### config.mk
export PLATFORM = sky130hd
export DESIGN_NAME = dce_gate_ctrl
export DESIGN_NICKNAME = d
export VERILOG_FILES = /design/src/rtl/dce_ctrl_pkg.sv /design/src/rtl/dce_gate_ctrl.sv
export SDC_FILE = /design/constraint.sdc
export NUM_CORES = 1
export LEC_CHECK = 0
export CAP_MARGIN = 30
export CORE_MARGIN = 4
export CORE_UTILIZATION = 47
export DETAILED_ROUTE_END_ITERATION = 8
export GPL_TIMING_DRIVEN = 0
export PLACE_DENSITY = 0.78
export SETUP_SLACK_MARGIN = 0.02
export SYNTH_ARGS = -nofsm -noshare
export SYNTH_HDL_FRONTEND = slang
export SYNTH_SLANG_ARGS = --single-unit
### constraint.sdc
create_clock -name clk -period 1.8 [get_ports clk]
set_input_delay 0.27 -clock clk [delete_from_list [all_inputs] [get_ports clk]]
set_output_delay 0.27 -clock clk [all_outputs]
set_load 0.1 [all_outputs]
### src/rtl/dce_ctrl_pkg.sv
// Shared types and sizing helpers for the DCE clock-gating sequencer.
package dce_ctrl_pkg;

    typedef enum logic [1:0] {
        OFF  = 2'd0,
        WAKE = 2'd1,
        ON   = 2'd2,
        IDLE = 2'd3
    } dce_state_t;

    localparam int unsigned WAKE_CNT_W = 16;

    // Minimum delay-counter width able to hold max(on_dly, off_idle) - 1.
    function automatic int unsigned cnt_w_min(input int unsigned on_dly,
                                              input int unsigned off_idle);
        int unsigned top;
        int unsigned w;
        top = ((on_dly > off_idle) ? on_dly : off_idle) - 1;
        w   = 1;
        for (int i = 1; i < 32; i++) begin
            if ((top >> i) != 0) w = i + 1;
        end
        return w;
    endfunction

endpackage

### src/rtl/dce_gate_ctrl.sv
// Clock-gating sequencer driving the DCE ce input: wakes the gated clock on any
// request, withholds acks until it has settled, and gates it off after an idle run.
module dce_gate_ctrl
    import dce_ctrl_pkg::*;
#(
    parameter int unsigned N_REQ    = 4,
    parameter int unsigned ON_DLY   = 4,
    parameter int unsigned OFF_IDLE = 16,
    parameter int unsigned CNT_W    = 8
) (
    input  logic                  clk,
    input  logic                  rst_n,
    input  logic [N_REQ-1:0]      req,
    input  logic                  force_on,
    output logic [N_REQ-1:0]      ack,
    output logic                  ce,
    output logic                  clk_active,
    output logic [WAKE_CNT_W-1:0] wake_cnt
);

    if (CNT_W < cnt_w_min(ON_DLY, OFF_IDLE)) begin : g_cnt_w_check
        $error("CNT_W too small for ON_DLY/OFF_IDLE");
    end

    dce_state_t            state_q, state_d;
    logic [CNT_W-1:0]      cnt_q, cnt_d;
    logic                  ce_q, ce_d;
    logic [N_REQ-1:0]      ack_q, ack_d;
    logic                  active_q, active_d;
    logic [WAKE_CNT_W-1:0] wake_cnt_q, wake_cnt_d;
    logic                  any;

    assign any = (|req) | force_on;

    // Next-state, delay counter and registered-output decode.
    always_comb begin
        state_d    = state_q;
        cnt_d      = cnt_q;
        ce_d       = ce_q;
        wake_cnt_d = wake_cnt_q;
        unique case (state_q)
            OFF: begin
                if (any) begin
                    state_d = WAKE;
                    ce_d    = 1'b1;
                    cnt_d   = CNT_W'(ON_DLY - 1);
                    if (wake_cnt_q != {WAKE_CNT_W{1'b1}}) begin
                        wake_cnt_d = wake_cnt_q + WAKE_CNT_W'(1);
                    end
                end
            end
            WAKE: begin
                // Never aborted: the settle time always runs to completion.
                if (cnt_q == '0) state_d = ON;
                else             cnt_d   = cnt_q - CNT_W'(1);
            end
            ON: begin
                if (!any) begin
                    state_d = IDLE;
                    cnt_d   = CNT_W'(OFF_IDLE - 1);
                end
            end
            IDLE: begin
                if (any) begin
                    state_d = ON;
                end else if (cnt_q == '0) begin
                    state_d = OFF;
                    ce_d    = 1'b0;
                end else begin
                    cnt_d = cnt_q - CNT_W'(1);
                end
            end
            default: begin
                state_d = OFF;
                ce_d    = 1'b0;
            end
        endcase
        ack_d    = req & {N_REQ{state_d == ON}};
        active_d = (state_d == ON) || (state_d == IDLE);
    end

    // State and output registers; reset drops ce asynchronously.
    always_ff @(posedge clk or negedge rst_n) begin
        if (!rst_n) begin
            state_q    <= OFF;
            cnt_q      <= '0;
            ce_q       <= 1'b0;
            ack_q      <= '0;
            active_q   <= 1'b0;
            wake_cnt_q <= '0;
        end else begin
            state_q    <= state_d;
            cnt_q      <= cnt_d;
            ce_q       <= ce_d;
            ack_q      <= ack_d;
            active_q   <= active_d;
            wake_cnt_q <= wake_cnt_d;
        end
    end

    assign ack        = ack_q;
    assign ce         = ce_q;
    assign clk_active = active_q;
    assign wake_cnt   = wake_cnt_q;

endmodule

==> results.yml, run 1 <==
detailed_routing:
  dr_total_vias: 1551
  first_pass_iters: 4
  drc: 0
  finalWirelength_um: 4520
  viasPerCell: 6.01
  drtAntennaViolNets: 0
  drtIter0Drc: 73
  wl_per_cell_um: 17.5
placement:
  post-dp-hpwl_um: 2850
  gp_congestion: 0.859
  placedCellCount: 239
  placed_area_mm2: 0.00216
  portBuffers: 28
timing:
  clock.fmax_ghz: 0.551
  rsz0062_at_grt: "true"
  final-hold-violation-count: 0
  finalClockSkew_ns: 0.00795
  fin_ws_ns: -0.0160
  slew_viol_final: 0
  tightestPinTransition_ns: 0.960
  min_period_over_period: 1.01
  setup_viol: 1
  timing.hold.ws_ns: 0.330
  min_period_ns: 1.82
  max_slew_margin: 0.363
logic_synthesis:
  postSynthAreaPerCell_um2: 10.5
  synth_cell_type_count: 55
  synth_seq_cells: 32
  yosysWarningCount: 0
  synth_edf_count: 0
  ys.flop_type: "dfrtp_1"
  syn_area_mm2: 0.00172
  synthArstFlopShare: 1.00
  synth.yosys.seq_area_share: 0.466
  netlist_instances: 164
  synth.net_count: 173
critical_path:
  required_ns: 1.97
  reg2reg_slack_ns: -0.02
  cp-start-kind: "register"
  cp.arrival_ns: 1.99
  critical_path.endpoint_type: "register"
  crit_fanout: 3
  crit_type: "reg -> reg"
clock_tree:
  cts_buffers: 5
  cts_tree: "done"
  cts_max_level: 2
  clock_latency_ns: 0.28
  cts_sinks: 32
  clk_pin_slew_ns: 0.07
  postCtsHoldBufs: 0
  cts_root_buffer: "clkbuf_8"
  clock_path_buffers: 2
final_layout:
  syn_to_final_growth_pct: 47.9
  drive_above_1_share: 0.434
  fin_nets: 220
  antenna_cells: 0
  layout.cells.non_filler: 258
  design_area_mm2: 0.00254
floorplan:
  pin_count: 29
  chipHeight_um: 68.5
  initial_core_util: 0.499
  die-area_mm2: 0.00469
  coreArea_mm2: 0.00344
  std_cell_rows: 21
  die_width_um: 68.5
outcome:
  violations: "setup timing"
  status: "complete, but fails checks"
power:
  p_leak_nw: 1.06
  cellPowerDensity_mw_per_mm2: 732
  worst_ir_drop_vdd_v: 0.000639
worst_hold_path:
  hold_path.class: "in -> reg"
global_route:
  grt_usage: 0.202
  grt_pass1_wl_um: 7130
  grt_pass1_vias: 1513
  antenna_found_initial: 0
  gr-total-overflow: 0
  grt_max_degree: 18
flow_run:
  maxCapViolCount: 0
==> stage by stage <==
step / util / setup WS (ns) / setup TNS, ns / total power, mW
after floorplan: - / -0.0869 / -0.157 / 0.995
after global placement: 0.621 / -0.422 / -11.16 / 1.06
after detailed placement: 0.628 / -0.430 / -6.08 / 1.08
after CTS: 0.699 / -0.0823 / -0.128 / 1.84
after global routing: 0.738 / -0.0929 / -0.255 / 1.92
final: 0.738 / -0.0160 / -0.0160 / 1.86
==> worst max-delay path, cell delays in order (launching register included) <==
cell and delay (ns):
dfrtp_1 0.40, inv_2 0.08, ha_4 0.14, or3b_4 0.40, o31ai_1 0.28, a21oi_1 0.12, a221o_1 0.28
==> timing repair <==
item	4_1_cts	5_1_grt
setup endpoints to repair	35	19
buffers inserted	6	6
pin swaps	4	10
gates resized for setup	67	25
==> cell families (layout without fill, tap and decap cells) <==
family / Yosys count / count (layout) / share of synthesized area
AOI/OAI and AO/OA: 30 / 30 / 0.137
xor gates and xnor gates: 15 / 15 / 0.0765
adders and majority gates: 2 / 2 / 0.0146
buffers and inverters: 14 / 62 / 0.0437
DFF: 32 / 32 / 0.466
muxes: 2 / 2 / 0.0124
and+or+nand+nor: 69 / 69 / 0.250
==> worst paths after layout <==
| check | cells past startpoint | end | startpoint |
|---|---|---|---|
| worst max register to register | 6 | cnt_q[3]$_DFFE_PN0P_ | cnt_q[0]$_DFFE_PN0P_ |
| worst min register to register | 1 | wake_cnt[15]$_DFFE_PN0P_ | wake_cnt[15]$_DFFE_PN0P_ |
| min in group asynchronous | 1 | wake_cnt[15]$_DFFE_PN0P_ | rst_n |
| worst min-delay path | 2 | ack[3]$_DFF_PN0_ | req[3] |
| max in group asynchronous | 1 | wake_cnt[11]$_DFFE_PN0P_ | rst_n |
| worst max-delay path | 6 | cnt_q[3]$_DFFE_PN0P_ | cnt_q[0]$_DFFE_PN0P_ |
==> Yosys cell counts, types with 2 or more instances <==
cell type	instances	area, µm²
dfrtp_1	32	801
xor2_1	14	123
nand3_1	8	40.0
nor2_1	8	30.0
inv_1	7	26.3
nand2_1	7	26.3
nor4_1	6	37.5
nand4_1	5	31.3
a211oi_1	4	30.0
nor2b_1	4	25.0
nor3_1	4	20.0
o31ai_1	4	30.0
or3_1	4	25.0
a21oi_1	3	15.0
and3_1	3	18.8
buf_2	3	15.0
nand3b_1	3	22.5
a221o_1	2	20.0
buf_6	2	22.5
ha_1	2	25.0
nor3_2	2	20.0
nor3b_1	2	15.0
nor4b_1	2	17.5
o211ai_1	2	15.0
==> power breakdown <==
part,switching (mW),internal [mW]
logic,0.171,0.101
registers,0.0715,0.764
clock network,0.263,0.488
==> layer usage <==
metal | vias to the layer above | GRT usage | share of wire
met5 | - | 0 | 0
met2 | 57 | 0.342 | 0.51
met3 | 6 | 0.0476 | 0.066
met4 | 0 | 0.0695 | 0.0093
li1 | 709 | - | -
met1 | 779 | 0.250 | 0.41
==> layout by cell type (no fill, tap or decap), types with 4 or more instances in the layout <==
master / netlist / layout
inv_1: 7 / 5
nor2_1: 8 / 6
o31ai_1: 4 / 4
dfrtp_1: 32 / 16
clkbuf_8: 0 / 7
nand4_1: 5 / 5
clkdlybuf4s15_2: 0 / 15
a211oi_1: 4 / 4
xor2_1: 14 / 14
nand2_1: 7 / 6
buf_4: 1 / 13
dfrtp_4: 0 / 13
dlygate4sd2_1: 0 / 5
nor4_1: 6 / 5
nand3_1: 8 / 7
nor2b_1: 4 / 4
==> flip-flops by register name, indices dropped and copies added (netlist names) <==
name / flops
wake_cnt: 16
cnt_q: 8
ack: 4
state_q: 2
ce: 1
clk_active: 1
==> cell type report <==
type,instances,area [µm²]
clock buffers,7,96.3
inverters,7,26.3
well taps,46,57.6
multi-input cells,118,1020
clock inverters,1,30.0
fillers,213,902
flip-flops and latches,32,853
repair buffers,41,413
plain buffers,6,43.8
Note: power is estimated with default switching activity, not from simulation.
==> run 2: changes to the inputs <==
--- a/config.mk
+++ b/config.mk
@@ -12,6 +12,7 @@
 export GPL_TIMING_DRIVEN = 0
 export PLACE_DENSITY = 0.78
 export SETUP_SLACK_MARGIN = 0.02
+export SKIP_LAST_GASP = 1
 export SYNTH_ARGS = -nofsm -noshare
 export SYNTH_HDL_FRONTEND = slang
 export SYNTH_SLANG_ARGS = --single-unit
==> run 2 against run 1 <==
Against the previous run: the flow still finishes with violations (setup timing); clock skew decreased by 0.0012 ns; combinational power about the same; cell area decreased by 1.4%; clock-buffer cell count unchanged; fmax decreased by 1.3%; first-iteration DRC count increased by 78%; setup slack got worse by 0.023 ns; global-route usage decreased by 0.17 points; cell count unchanged; critical path type is now in -> reg; largest cell class unchanged.
==> results.yml, run 2 (same netlist as run 1, synthesis figures left out) <==
timing:
  min_period_over_period: 1.02
  finalClockSkew_ns: 0.00677
  tightestPinTransition_ns: 0.961
  timing.hold.ws_ns: 0.496
  slew_viol_final: 0
  min_period_ns: 1.84
  fin_ws_ns: -0.0394
  clock.fmax_ghz: 0.544
  setup_viol: 2
  rsz0062_at_grt: "true"
  final-hold-violation-count: 0
  max_slew_margin: 0.362
  setup_tns_ns: -0.0714
global_route:
  antenna_found_initial: 0
  grt_max_degree: 18
  grt_pass1_wl_um: 7040
  gr-total-overflow: 0
  grt_pass1_vias: 1482
  grt_usage: 0.201
placement:
  placedCellCount: 239
  pre_cts_ws_ns: -0.430
  gp_congestion: 0.859
  post-dp-hpwl_um: 2850
  portBuffers: 28
  placed_area_mm2: 0.00216
final_layout:
  largest_reg_flops: 16
  layout.cells.non_filler: 258
  utilization: 0.727
  antenna_cells: 0
  drive_above_1_share: 0.429
  design_area_mm2: 0.00250
  final_cell_mix: "dfrtp_1, xor2_1, clkdlybuf4s15_2"
  final_common_cell: "dfrtp_1"
  syn_to_final_growth_pct: 45.7
  fill_cells: 227
  fin_nets: 220
clock_tree:
  clock_path_buffers: 2
  clock_latency_ns: 0.28
  cts_max_level: 2
  clk_pin_slew_ns: 0.07
  cts_sinks: 32
  cts_buffers: 5
  cts_root_buffer: "clkbuf_8"
  cts_tree: "done"
detailed_routing:
  wl_met3_um: 284
  wl_per_cell_um: 17.6
  drc: 0
  finalWirelength_um: 4530
  dr_total_vias: 1544
  first_pass_iters: 4
  drtAntennaViolNets: 0
  drtIter0Drc: 130
  dr_wl_met2_um: 2250
  highest_layer: "met4"
  viasPerCell: 5.98
  wl_met1_um: 1930
critical_path:
  max_stage_delay_ns: 0.46
  crit_chain: "clkdlybuf4s50_1, nor3_2, a21boi_2, or3_4, buf_6, a211o_1"
  critical_path.endpoint_type: "register"
  slowest_stage: "clkdlybuf4s50_1"
  required_ns: 1.97
  crit_family: "simple AND/OR/NAND/NOR gates"
  crit_fanout: 8
  crit_type: "in -> reg"
  cp-start-kind: "input pin"
  crit_buf_inv: 2
  cp.arrival_ns: 2.01
floorplan:
  coreArea_mm2: 0.00344
  std_cell_rows: 21
  die_width_um: 68.5
  pin_count: 29
  initial_core_util: 0.499
  chipHeight_um: 68.5
  die-area_mm2: 0.00469
outcome:
  status: "complete, but fails checks"
  violations: "setup timing"
power:
  worst_ir_drop_vdd_v: 0.000623
  power_mw: 1.86
  cellPowerDensity_mw_per_mm2: 741
  p_leak_nw: 1.02
flow_run:
  maxCapViolCount: 0
worst_hold_path:
  hold_path.class: "in -> async"
==> run 2: timing repair <==
item,in CTS,in global routing
endpoints found under the setup margin,35,20
gates cloned,0,0
pin swaps,4,7
hold buffers,0,0
resized for setup,63,22
buffers inserted,6,6
==> run 2: path summary, 6_finish.rpt <==
check | from | endpoint | slack [ns] | cells after the start
max in group asynchronous | rst_n | wake_cnt[9]$_DFFE_PN0P_ | 0.65 | 1
worst max-delay path | req[3] | cnt_q[7]$_DFFE_PN0P_ | -0.04 | 6
worst max register to register | cnt_q[1]$_DFFE_PN0P_ | cnt_q[7]$_DFFE_PN0P_ | -0.02 | 6
min in group clk | wake_cnt[15]$_DFFE_PN0P_ | wake_cnt[15]$_DFFE_PN0P_ | 0.53 | 1
worst min-delay path | rst_n | wake_cnt[15]$_DFFE_PN0P_ | 0.50 | 1
worst min register to register | wake_cnt[15]$_DFFE_PN0P_ | wake_cnt[15]$_DFFE_PN0P_ | 0.53 | 1
==> run 2: layout make-up <==
type / instances / area (µm²) / share of cell area
inverters: 7 / 26.3 / 0.0105
flip-flops and latches: 32 / 853 / 0.341
multi-input cells: 118 / 997 / 0.398
well taps: 46 / 57.6 / 0.0230
clock buffers: 7 / 96.3 / 0.0385
clock inverters: 1 / 30.0 / 0.0120
repair buffers: 41 / 399 / 0.159
plain buffers: 6 / 43.8 / 0.0175
==> run 2: layer usage <==
layer	vias up	GRT usage
li1	705	-
met1	767	0.253
met2	62	0.330
met3	10	0.0509
met4	0	0.0695
met5	-	0
==> run 2: power breakdown <==
group / switching, mW / leakage (nW) / total (mW) / internal (mW)
logic: 0.168 / 0.596 / 0.271 / 0.103
clock network: 0.259 / 0.0645 / 0.747 / 0.488
registers: 0.0738 / 0.363 / 0.838 / 0.764
==> run 3: changes to the inputs <==
--- a/config.mk
+++ b/config.mk
@@ -5,11 +5,14 @@
 export SDC_FILE = /design/constraint.sdc
 export NUM_CORES = 1
 export LEC_CHECK = 0
+export ABC_AREA = 1
 export CAP_MARGIN = 30
+export CORE_ASPECT_RATIO = 0.6
 export CORE_MARGIN = 4
-export CORE_UTILIZATION = 47
+export CORE_UTILIZATION = 48
 export DETAILED_ROUTE_END_ITERATION = 8
 export GPL_TIMING_DRIVEN = 0
+export HOLD_SLACK_MARGIN = 0.05
 export PLACE_DENSITY = 0.78
 export SETUP_SLACK_MARGIN = 0.02
 export SKIP_LAST_GASP = 1
==> run 3 against run 2 <==
Against the previous run: the run now ends clean; clock power shrank 25%; cell area is 7.4% lower; total power decreased by 16%; critical path depth is 5 lower; synthesized cell count increased by 56%; first-iteration DRC count grew 43%; register-to-register slack better by 0.18 ns; die area rose by 5.0%; hold slack worse by 0.45 ns; critical path type is now reg -> out.
==> results.yml, run 3 <==
timing:
  setup_viol: 0
  clock.fmax_ghz: 0.582
  min_period_over_period: 0.955
  slew_viol_final: 0
  timing.hold.ws_ns: 0.0433
  tightestPinTransition_ns: 0.951
  final-hold-violation-count: 0
  max_slew_margin: 0.368
  rsz0062_at_grt: "false"
  min_period_ns: 1.72
  finalClockSkew_ns: 0.00384
  setup_tns_ns: 0
power:
  sequentialPowerShare: 0.498
  p_int_mw: 1.13
  p_leak_nw: 1.09
  switching_share: 0.275
  combPwrFrac: 0.142
  p_sw_mw: 0.428
  power_mw: 1.56
  clkPwrFrac: 0.360
  worst_ir_drop_vdd_v: 0.000473
  cellPowerDensity_mw_per_mm2: 671
final_layout:
  fill_cells: 328
  antenna_cells: 0
  design_area_mm2: 0.00232
  syn_to_final_growth_pct: 26.1
  layout.cells.non_filler: 341
  largest_reg_flops: 16
  final_common_cell: "nand2_1"
  drive_above_1_share: 0.190
  final_cell_mix: "nand2_1, inv_1, nor2_1"
  fin_nets: 302
global_route:
  grt_max_degree: 33
  gr-total-overflow: 0
  antenna_found_initial: 0
  grt_usage: 0.187
  grt_pass1_vias: 1481
  grt_pass1_wl_um: 7040
clock_tree:
  cts_max_level: 2
  cts_root_buffer: "clkbuf_8"
  postCtsHoldBufs: 0
  cts_sinks: 32
  clock_path_buffers: 2
  cts_buffers: 5
  clk_pin_slew_ns: 0.06
  clock_latency_ns: 0.28
  cts_tree: "done"
logic_synthesis:
  netlist_top_cells_count: "nand2_1, dfrtp_1, nor2_1"
  synth_cell_type_count: 24
  ys.flop_type: "dfrtp_1"
  synth_seq_cells: 32
  netlist_instances: 256
  synthArstFlopShare: 1.00
  synth.yosys.seq_area_share: 0.435
  synth_edf_count: 0
  synth.top_cell.area_share: 0.435
  syn_area_mm2: 0.00184
  yosys.area.top_type: "dfrtp_1"
  synth.area.top_cells: "dfrtp_1, nand2_1, nor2_1"
  yosysWarningCount: 0
  synth.net_count: 265
  synth.most_common_cell: "nand2_1"
  postSynthAreaPerCell_um2: 7.18
floorplan:
  chipHeight_um: 56.0
  die-area_mm2: 0.00492
  initial_core_util: 0.500
  die_width_um: 87.9
  coreArea_mm2: 0.00368
  std_cell_rows: 17
  pin_count: 29
detailed_routing:
  viasPerCell: 4.88
  drtAntennaViolNets: 0
  drc: 0
  first_pass_iters: 4
  dr_total_vias: 1665
  wl_per_cell_um: 12.0
  finalWirelength_um: 4110
  drtIter0Drc: 186
critical_path:
  crit_fanout: 2
  required_ns: 1.53
  crit_chain: "clkdlybuf4s15_1"
  crit_type: "reg -> out"
  max_stage_delay_ns: 0.82
  crit_buf_inv: 1
  critical_path.endpoint_type: "output pin"
  cp.arrival_ns: 1.45
  cp-start-kind: "register"
  crit_family: "buffers and inverters"
  slowest_stage: "clkdlybuf4s15_1"
placement:
  gp_congestion: 0.862
  placed_area_mm2: 0.00220
  portBuffers: 28
  post-dp-hpwl_um: 3110
  placedCellCount: 331
outcome:
  status: "finished clean"
worst_hold_path:
  hold_path.class: "in -> async"
flow_run:
  maxCapViolCount: 0
run 3: cell count changes after synthesis, moves of 4 or more:
cell      delta
a211oi_1     -4
inv_1       +18
nand2_1    +106
nand3_1      +7
nor2_1      +18
nor2b_1      -4
nor4_1       -6
o21ai_0      +7
o31ai_1      -4
or3_1        -4
xor2_1      -10
run 3: final cells by class:
type,count,area [µm²],area share
multi-input cells,194,915,0.394
repair buffers,30,298,0.128
flip-flops and latches,32,826,0.356
inverters,26,97.6,0.0421
well taps,47,58.8,0.0254
plain buffers,4,33.8,0.0146
clock buffers,8,90.1,0.0389
run 3: power groups by stage:
stage	Sequential (mW)	Combinational, mW	Clock, mW
after floorplan	0.827	0.109	0
after global placement	0.787	0.213	0
after detailed placement	0.788	0.217	0
after CTS	0.773	0.215	0.576
after global routing	0.779	0.247	0.619
final	0.775	0.220	0.561
run 3: logic make-up (layout without fill, tap and decap cells):
kind of cell / Yosys count / count (layout) / share of synthesized area
buf+inv: 30 / 68 / 0.0714
xor+xnor: 8 / 8 / 0.0381
flops: 32 / 32 / 0.435
simple gates: 172 / 172 / 0.401
compound gates: 12 / 12 / 0.0401
fa+ha+maj: 2 / 2 / 0.0136
run 3: worst paths after layout:
check / cells past startpoint / slack, ns / to / from
worst max register to register: 9 / 0.16 / wake_cnt[14]$_DFFE_PN0P_ / wake_cnt[0]$_DFFE_PN0P_
worst min-delay path: 1 / 0.04 / wake_cnt[13]$_DFFE_PN0P_ / rst_n
min in group clk: 2 / 0.48 / ce$_DFFE_PN0P_ / ce$_DFFE_PN0P_
max in group asynchronous: 1 / 1.23 / wake_cnt[1]$_DFFE_PN0P_ / rst_n
worst max-delay path: 1 / 0.08 / ce / ce$_DFFE_PN0P_
worst min register to register: 2 / 0.48 / ce$_DFFE_PN0P_ / ce$_DFFE_PN0P_
run 3: metrics by stage:
step                      utilization  worst slack [ns]
after detailed placement        0.597           -0.0452
after global placement          0.599            -0.384
after CTS                       0.625           -0.0706
after global routing            0.630            0.0235
final                           0.630            0.0806
after floorplan                     -            0.0627
run 3: repair_timing:
| action | in CTS | in global routing |
|---|---|---|
| setup buffers | 0 | 2 |
| pin swaps | 0 | 1 |
| endpoints found under the setup margin | 22 | 18 |
| resized for setup | 52 | 6 |
run 3: per-layer routing:
metal,track usage,routed length [µm]
met1,0.298,2170
met2,0.238,1580
met3,0.0518,338
met4,0.0547,18
met5,0,0
